[config.mk]
export PLATFORM = sky130hd
export DESIGN_NAME = fp_normalize_round_flat
export DESIGN_NICKNAME = d
export VERILOG_FILES = /design/src/rtl/fpu_pkg.sv /design/src/rtl/fp_normalize_round_if.sv /design/src/rtl/lzc.sv /design/src/rtl/fp_normalize_round.sv /design/src/flat_wrapper.sv
export SDC_FILE = /design/constraint.sdc
export NUM_CORES = 1
export LEC_CHECK = 0
export ABC_AREA = 0
export CORE_ASPECT_RATIO = 2
export CORE_MARGIN = 2
export CORE_UTILIZATION = 45
export CTS_BUF_LIST = sky130_fd_sc_hd__clkbuf_8
export CTS_CLUSTER_SIZE = 8
export DETAILED_ROUTE_END_ITERATION = 10
export PLACE_DENSITY_LB_ADDON = 0.05
export REMOVE_ABC_BUFFERS = 1
export SKIP_CTS_REPAIR_TIMING = 1
export SLEW_MARGIN = 10
export SYNTH_ARGS = -nofsm -noshare
export SYNTH_HDL_FRONTEND = slang
export SYNTH_SLANG_ARGS = --single-unit
[constraint.sdc]
create_clock -name clk -period 4.9 [get_ports clk]
set_input_delay 0.98 -clock clk [delete_from_list [all_inputs] [get_ports clk]]
set_output_delay 0.98 -clock clk [all_outputs]
set_load 0.03 [all_outputs]
[src/rtl/fpu_pkg.sv]
// Shared types and constants for the FP multiplier normalise/round stage.
package fpu_pkg;

  localparam int MAN_W_DEF = 23;
  localparam int EXP_W_DEF = 8;

  typedef enum logic [1:0] {
    RNE = 2'd0,
    RTZ = 2'd1,
    RUP = 2'd2,
    RDN = 2'd3
  } rnd_mode_e;

  typedef enum logic [1:0] {
    ST_IDLE  = 2'd0,
    ST_NORM  = 2'd1,
    ST_ROUND = 2'd2,
    ST_HOLD  = 2'd3
  } norm_state_e;

  function automatic int exp_max_f(input int ew);
    return (1 << ew) - 1;
  endfunction

  localparam int EXP_MAX = exp_max_f(EXP_W_DEF);
  localparam int BIAS    = (1 << (EXP_W_DEF - 1)) - 1;

endpackage

[src/rtl/fp_normalize_round_if.sv]
// Input/result handshake bundle between the multiplier array and the normaliser.
interface fp_normalize_round_if
  import fpu_pkg::*;
#(
  parameter int MAN_W = MAN_W_DEF,
  parameter int EXP_W = EXP_W_DEF
);
  localparam int PROD_W = 2 * (MAN_W + 1);

  logic                     in_valid;
  logic                     in_ready;
  logic [PROD_W-1:0]        prod;
  logic signed [EXP_W+1:0]  exp_in;
  logic                     sign_in;
  rnd_mode_e                rnd_mode;
  logic                     out_valid;
  logic                     out_ready;
  logic [EXP_W+MAN_W:0]     res;
  logic                     overflow;
  logic                     underflow;
  logic                     inexact;

  modport master (
    output in_valid, prod, exp_in, sign_in, rnd_mode, out_ready,
    input  in_ready, out_valid, res, overflow, underflow, inexact
  );

  modport slave (
    input  in_valid, prod, exp_in, sign_in, rnd_mode, out_ready,
    output in_ready, out_valid, res, overflow, underflow, inexact
  );
endinterface

[src/rtl/lzc.sv]
// Combinational leading-zero counter; count equals W when the vector is all zero.
module lzc #(
  parameter int W     = 48,
  parameter int CNT_W = $clog2(W + 1)
) (
  input  logic [W-1:0]     in_vec,
  output logic [CNT_W-1:0] cnt,
  output logic             all_zero
);

  // Later (higher) set bits override earlier ones, leaving the MSB-most hit.
  always_comb begin
    cnt = CNT_W'(W);
    for (int i = 0; i < W; i++) begin
      cnt = in_vec[i] ? CNT_W'(W - 1 - i) : cnt;
    end
    all_zero = ~|in_vec;
  end

endmodule

[src/rtl/fp_normalize_round.sv]
// Sequential normalise-and-round stage: IDLE -> NORM -> ROUND -> HOLD, one op in flight.
module fp_normalize_round
  import fpu_pkg::*;
#(
  parameter int MAN_W = MAN_W_DEF,
  parameter int EXP_W = EXP_W_DEF
) (
  input  logic              clk,
  input  logic              rst_n,
  fp_normalize_round_if.slave bus
);
  localparam int PROD_W = 2 * (MAN_W + 1);
  localparam int XW     = EXP_W + 2;
  localparam int RES_W  = 1 + EXP_W + MAN_W;
  localparam int CNT_W  = $clog2(PROD_W + 1);
  localparam logic signed [XW-1:0] EXP_TOP = XW'(exp_max_f(EXP_W));

  norm_state_e             state_q, state_d;
  logic [PROD_W-1:0]       prod_q, prod_d;
  logic signed [XW-1:0]    exp_q, exp_d;
  logic                    sign_q, sign_d;
  rnd_mode_e               mode_q, mode_d;
  logic                    sticky_q, sticky_d;
  logic                    zero_q, zero_d;
  logic [RES_W-1:0]        res_q, res_d;
  logic                    ovf_q, ovf_d, unf_q, unf_d, inx_q, inx_d;

  logic [CNT_W-1:0]        lzc_cnt_s;
  logic                    lzc_zero_s;
  logic                    guard_s, sticky_s, inc_s, carry_s, ovf_s, inf_sel_s;
  logic [MAN_W-1:0]        frac_s;
  logic signed [XW-1:0]    rexp_s;

  lzc #(.W(PROD_W), .CNT_W(CNT_W)) u_lzc (
    .in_vec   (prod_q),
    .cnt      (lzc_cnt_s),
    .all_zero (lzc_zero_s)
  );

  // State and datapath registers.
  always_ff @(posedge clk or negedge rst_n) begin
    if (!rst_n) begin
      state_q  <= ST_IDLE;
      prod_q   <= '0;
      exp_q    <= '0;
      sign_q   <= 1'b0;
      mode_q   <= RNE;
      sticky_q <= 1'b0;
      zero_q   <= 1'b0;
      res_q    <= '0;
      ovf_q    <= 1'b0;
      unf_q    <= 1'b0;
      inx_q    <= 1'b0;
    end else begin
      state_q  <= state_d;
      prod_q   <= prod_d;
      exp_q    <= exp_d;
      sign_q   <= sign_d;
      mode_q   <= mode_d;
      sticky_q <= sticky_d;
      zero_q   <= zero_d;
      res_q    <= res_d;
      ovf_q    <= ovf_d;
      unf_q    <= unf_d;
      inx_q    <= inx_d;
    end
  end

  // Next-state logic.
  always_comb begin
    state_d = state_q;
    case (state_q)
      ST_IDLE:  state_d = bus.in_valid ? ST_NORM : ST_IDLE;
      ST_NORM:  state_d = ST_ROUND;
      ST_ROUND: state_d = ST_HOLD;
      ST_HOLD:  state_d = bus.out_ready ? ST_IDLE : ST_HOLD;
      default:  state_d = ST_IDLE;
    endcase
  end

  // Handshake outputs decoded from the registered state.
  always_comb begin
    bus.in_ready  = (state_q == ST_IDLE);
    bus.out_valid = (state_q == ST_HOLD);
    bus.res       = res_q;
    bus.overflow  = ovf_q;
    bus.underflow = unf_q;
    bus.inexact   = inx_q;
  end

  // Rounding increment; carry only occurs when the stored fraction is all ones.
  always_comb begin
    guard_s  = prod_q[MAN_W-1];
    sticky_s = (|prod_q[MAN_W-2:0]) | sticky_q;
    case (mode_q)
      RNE:     inc_s = guard_s & (sticky_s | prod_q[MAN_W]);
      RTZ:     inc_s = 1'b0;
      RUP:     inc_s = ~sign_q & (guard_s | sticky_s);
      RDN:     inc_s = sign_q & (guard_s | sticky_s);
      default: inc_s = 1'b0;
    endcase
    frac_s    = prod_q[PROD_W-3 -: MAN_W] + MAN_W'(inc_s);
    carry_s   = inc_s & (&prod_q[PROD_W-3 -: MAN_W]);
    rexp_s    = exp_q + XW'(carry_s);
    ovf_s     = (rexp_s >= EXP_TOP);
    inf_sel_s = (mode_q == RNE) | ((mode_q == RUP) & ~sign_q) | ((mode_q == RDN) & sign_q);
  end

  // Datapath: latch on accept, normalise in NORM, pack and flag in ROUND.
  always_comb begin
    prod_d   = prod_q;
    exp_d    = exp_q;
    sign_d   = sign_q;
    mode_d   = mode_q;
    sticky_d = sticky_q;
    zero_d   = zero_q;
    res_d    = res_q;
    ovf_d    = ovf_q;
    unf_d    = unf_q;
    inx_d    = inx_q;
    case (state_q)
      ST_IDLE: begin
        if (bus.in_valid) begin
          prod_d   = bus.prod;
          exp_d    = bus.exp_in;
          sign_d   = bus.sign_in;
          mode_d   = bus.rnd_mode;
          sticky_d = 1'b0;
        end else begin
          sticky_d = sticky_q;
        end
      end
      ST_NORM: begin
        zero_d = lzc_zero_s;
        if (prod_q[PROD_W-1]) begin
          prod_d   = prod_q >> 1;
          exp_d    = exp_q + XW'(1);
          sticky_d = prod_q[0];
        end else if (prod_q[PROD_W-2]) begin
          prod_d = prod_q;
        end else begin
          prod_d = prod_q << (lzc_cnt_s - CNT_W'(1));
          exp_d  = exp_q - XW'(lzc_cnt_s) + XW'(1);
        end
      end
      ST_ROUND: begin
        ovf_d = 1'b0;
        unf_d = 1'b0;
        inx_d = 1'b0;
        if (zero_q) begin
          res_d = {sign_q, {(EXP_W + MAN_W){1'b0}}};
        end else if (ovf_s) begin
          ovf_d = 1'b1;
          inx_d = 1'b1;
          res_d = inf_sel_s ? {sign_q, {EXP_W{1'b1}}, {MAN_W{1'b0}}}
                            : {sign_q, EXP_W'(exp_max_f(EXP_W) - 1), {MAN_W{1'b1}}};
        end else if (rexp_s <= XW'(0)) begin
          unf_d = 1'b1;
          inx_d = 1'b1;
          res_d = {sign_q, {(EXP_W + MAN_W){1'b0}}};
        end else begin
          inx_d = guard_s | sticky_s;
          res_d = {sign_q, rexp_s[EXP_W-1:0], frac_s};
        end
      end
      ST_HOLD: begin
        res_d = res_q;
      end
      default: begin
        res_d = res_q;
      end
    endcase
  end

endmodule

[src/flat_wrapper.sv]
// flat-port wrapper written by rule: the top's interface ports become plain ports
module fp_normalize_round_flat import fpu_pkg::*;
#(
  parameter int MAN_W = MAN_W_DEF,
  parameter int EXP_W = EXP_W_DEF
)
  (clk, rst_n, bus_in_valid, bus_prod, bus_exp_in, bus_sign_in, bus_rnd_mode, bus_out_ready, bus_in_ready, bus_out_valid, bus_res, bus_overflow, bus_underflow, bus_inexact);
  fp_normalize_round_if #(.MAN_W(MAN_W), .EXP_W(EXP_W)) bus_i ();
  input  logic clk;
  input  logic rst_n;
  input wire logic [$bits(bus_i.in_valid)-1:0] bus_in_valid;
  input wire logic [$bits(bus_i.prod)-1:0] bus_prod;
  input wire logic [$bits(bus_i.exp_in)-1:0] bus_exp_in;
  input wire logic [$bits(bus_i.sign_in)-1:0] bus_sign_in;
  input wire logic [$bits(bus_i.rnd_mode)-1:0] bus_rnd_mode;
  input wire logic [$bits(bus_i.out_ready)-1:0] bus_out_ready;
  output wire logic [$bits(bus_i.in_ready)-1:0] bus_in_ready;
  output wire logic [$bits(bus_i.out_valid)-1:0] bus_out_valid;
  output wire logic [$bits(bus_i.res)-1:0] bus_res;
  output wire logic [$bits(bus_i.overflow)-1:0] bus_overflow;
  output wire logic [$bits(bus_i.underflow)-1:0] bus_underflow;
  output wire logic [$bits(bus_i.inexact)-1:0] bus_inexact;
  assign bus_i.in_valid = bus_in_valid;
  assign bus_i.prod = bus_prod;
  assign bus_i.exp_in = bus_exp_in;
  assign bus_i.sign_in = bus_sign_in;
  assign bus_i.rnd_mode = bus_rnd_mode;
  assign bus_i.out_ready = bus_out_ready;
  assign bus_in_ready = bus_i.in_ready;
  assign bus_out_valid = bus_i.out_valid;
  assign bus_res = bus_i.res;
  assign bus_overflow = bus_i.overflow;
  assign bus_underflow = bus_i.underflow;
  assign bus_inexact = bus_i.inexact;
  fp_normalize_round #(.MAN_W(MAN_W), .EXP_W(EXP_W)) u_core (.clk(clk), .rst_n(rst_n), .bus(bus_i));
endmodule
==> impl_metrics.csv <==
group,metric,value,unit
outcome,status,"finished clean",
timing,setup_ws,0.379,ns
yosys,synthDistinctLibCells,85,
yosys,synth_top_area_cell,"dfrtp_1",
clock_tree,cts_made_buffers,9,
global_route,overflow,0,
yosys,synthArstFlopShare,100,%
detailed_routing,wirelength,42.5,mm
worst_hold_path,whs_path_depth,2,
yosys,yosysSeqAreaShare,25.0,%
finish,nNetsFinal,1388,
clock_tree,cts_num_sinks,100,
global_route,grt_pass1_vias,10555,
yosys,synthTopCellsByArea,"dfrtp_1, mux2i_1, mux4_2",
yosys,ys_ff_latch,100,
clock_tree,clock_latency,0.43,ns
clock_tree,h-tree-depth,3,
yosys,synth_area,10000,sq um
clock_tree,clk_path_buf_depth,2,
timing,tns,0,ns
setup_path,startpoint_type,"flop",
detailed_routing,viasPerCell,6.62,
timing,post-route-min-period,4.52,ns
finish,seqCellArea,2500,sq um
yosys,yosysWarnings,0,
setup_path,worstPathMaxFanout,14,
clock_tree,clockRootBuffer,"clkbuf_8",
timing,period_share,92.3,%
yosys,yosysTopAreaCellShare,25.0,%
placed_design,dp_slack,0.399,ns
placed_design,port-buffer-count,101,
detailed_routing,vias,10463,
detailed_routing,drt_pass1_iterations,8,
yosys,syn_avg_cell_area,8.10,sq um
placed_design,place_congestion,1.02,
global_route,grt_pass1_wl,63.4,mm
timing,tightest_slew,1.18,ns
floorplanning,io_pins,102,
clock_tree,tritoncts,"built",
yosys,synth_commonest_cells,"nand2_1, dfrtp_1, a21oi_1, mux2i_1, clkbuf_1",
floorplanning,die_x,109,um
yosys,netlist_instances,1236,
detailed_routing,ant_nets,0,
finish,syn_to_final_growth,16.8,%
timing,hold_viol,0,
setup_path,reg2reg_from,"u_core.prod_q[1]$_DFFE_PN0P_",
setup_path,cp.required,5.21,ns
placed_design,dp_hpwl,32.0,mm
finish,antenna_cells,0,
worst_hold_path,min_to,"u_core.bus.res[28]$_DFFE_PN0P_",
setup_path,crit_slowest_cell,"or4_1",
finish,fillers,2144,
timing,relSlewSlack,20.3,%
setup_path,end_kind,"flop",
global_route,grt_max_degree,63,
setup_path,crit_chain,"or4_1, nor2_1, nand3_1, buf_4, or3_1, nor2_1, nor2_1, nand2_1, o41ai_1, nor4bb_1, ha_1, ha_1, and2_1, xnor2_1, nor3_1, a41o_1, nand2b_1, o21a_1, and2_1, a22o_1",
yosys,synth-edff-count,0,
timing,skew,0.0244,ns
setup_path,critical_path.max_stage_delay,0.57,ns
floorplanning,placementRows,77,
detailed_routing,drc,0,
timing,setup_viol,0,
floorplanning,fp.dieArea,23500,sq um
yosys,synth.most_common_cell,"nand2_1",
floorplanning,die_h,215,um
timing,max_freq,221,MHz
global_route,antenna_found_initial,0,
setup_path,rr_endpoint,"u_core.bus.res[12]$_DFFE_PN0P_",
setup_path,crit_arrival,4.83,ns
finish,drive_above_1_share,14.1,%
timing,drv_slew,0,
detailed_routing,avgRoutedWirePerCell,26.9,um
floorplanning,floorplan.core_area,22000,sq um
floorplanning,initial_core_util,45.6,%
setup_path,reg2reg_slack,0.38,ns
setup_path,crit_top_cell,"nor2_1",
job,drv_cap,0,
worst_hold_path,hold_path_class,"reg2reg",
setup_path,r2r.worst_path.cells,20,
yosys,synth-main-ff-cell,"dfrtp_1",
timing,rsz0062_at_grt,"false",
detailed_routing,drtIter0Drc,783,
finish,multi_input_area,6850,sq um
worst_hold_path,hold_path_startpoint,"u_core.bus.res[28]$_DFFE_PN0P_",
global_route,grtUsageTotal,36.7,%
setup_path,path_class,"reg2reg",
clock_tree,clk_pin_slew,0.11,ns
critical path: cells and delay by family, from the launching register on:
family,cells,cell delay [ns]
AOI/OAI and AO/OA,4,0.78
adders and majority gates,2,0.40
DFF,1,0.48
xor gates and xnor gates,1,0.13
and+or+nand+nor,12,2.42
buffers and inverters,1,0.18
worst max path at each step:
stage,slack (ns),cells after the start,from,to
final,0.38,20,u_core.prod_q[1]$_DFFE_PN0P_,u_core.bus.res[12]$_DFFE_PN0P_
after global routing,0.05,22,u_core.prod_q[29]$_DFFE_PN0P_,u_core.exp_q[9]$_DFFE_PN0P_
after CTS,0.38,20,u_core.prod_q[1]$_DFFE_PN0P_,u_core.bus.res[14]$_DFFE_PN0P_
after detailed placement,0.40,20,u_core.prod_q[1]$_DFFE_PN0P_,u_core.bus.res[9]$_DFFE_PN0P_
after global placement,0.47,20,u_core.prod_q[1]$_DFFE_PN0P_,u_core.bus.res[9]$_DFFE_PN0P_
after floorplan,-3.50,13,u_core.prod_q[47]$_DFFE_PN0P_,u_core.prod_q[23]$_DFFE_PN0P_
layout make-up:
cell class,count,area share [%]
sequential,100,21.4
timing repair buffer,181,14.2
tap,276,2.95
clock inverter,6,0.396
multi-input combinational,964,58.5
inverter,43,1.38
clock buffer,10,1.18
layer usage:
layer | GRT usage [%] | routed length [um] | vias up
li1 | - | - | 4678
met1 | 37.5 | 14300 | 5021
met2 | 63.1 | 21400 | 529
met3 | 4.76 | 2280 | 235
met4 | 31.9 | 4500 | 0
met5 | 0 | 0 | -
cell usage in the layout (no fill, tap or decap), types with 5 or more instances in the layout:
master / n
a21oi_1: 87
o21ai_0: 72
clkdlybuf4s50_1: 100
dfrtp_1: 99
clkbuf_8: 10
o22ai_1: 10
inv_1: 40
and2_1: 5
mux2_2: 29
nor2_1: 87
buf_4: 77
a41oi_1: 5
nand2b_1: 10
xor2_1: 12
nor3_1: 25
a22o_1: 29
nand2_1: 138
mux4_2: 26
mux2i_1: 89
o211ai_1: 15
o31ai_1: 9
o221ai_1: 5
ha_1: 23
a31oi_1: 14
nand3_1: 53
a21o_1: 6
o21a_1: 6
nand4_1: 6
a211o_1: 5
nor4_1: 16
and3_1: 23
xnor2_1: 30
a211oi_1: 11
a221oi_1: 20
o21ai_1: 16
stage by stage:
stage	std cells	area (sq um)	utilization, %	hold WS (ns)
after floorplan	1107	9460	-	0.481
after global placement	1564	11500	52.4	0.461
after detailed placement	1564	11500	52.4	0.467
after CTS	1580	11700	53.2	0.489
after global routing	1580	11700	53.3	0.510
final	1580	11700	53.3	0.483
registers in the layout, summed over array words and instances (netlist names), 2 cells and up:
signal,flops
u_core.bus.res,32
u_core.prod_q,48
u_core.exp_q,10
u_core.state_q,2
u_core.mode_q,2
cells by family after synthesis:
| group | count (synthesis) | synth area share (%) |
|---|---|---|
| and+or+nand+nor | 391 | 18.4 |
| buffers and inverters | 172 | 7.11 |
| xor gates and xnor gates | 45 | 4.27 |
| AOI/OAI and AO/OA | 359 | 24.0 |
| muxes | 145 | 18.1 |
| adders and majority gates | 24 | 3.07 |
| DFF | 100 | 25.0 |
Power is not shown: default switching activity piles up to over one toggle a cycle in this logic, so the estimate is an artifact.
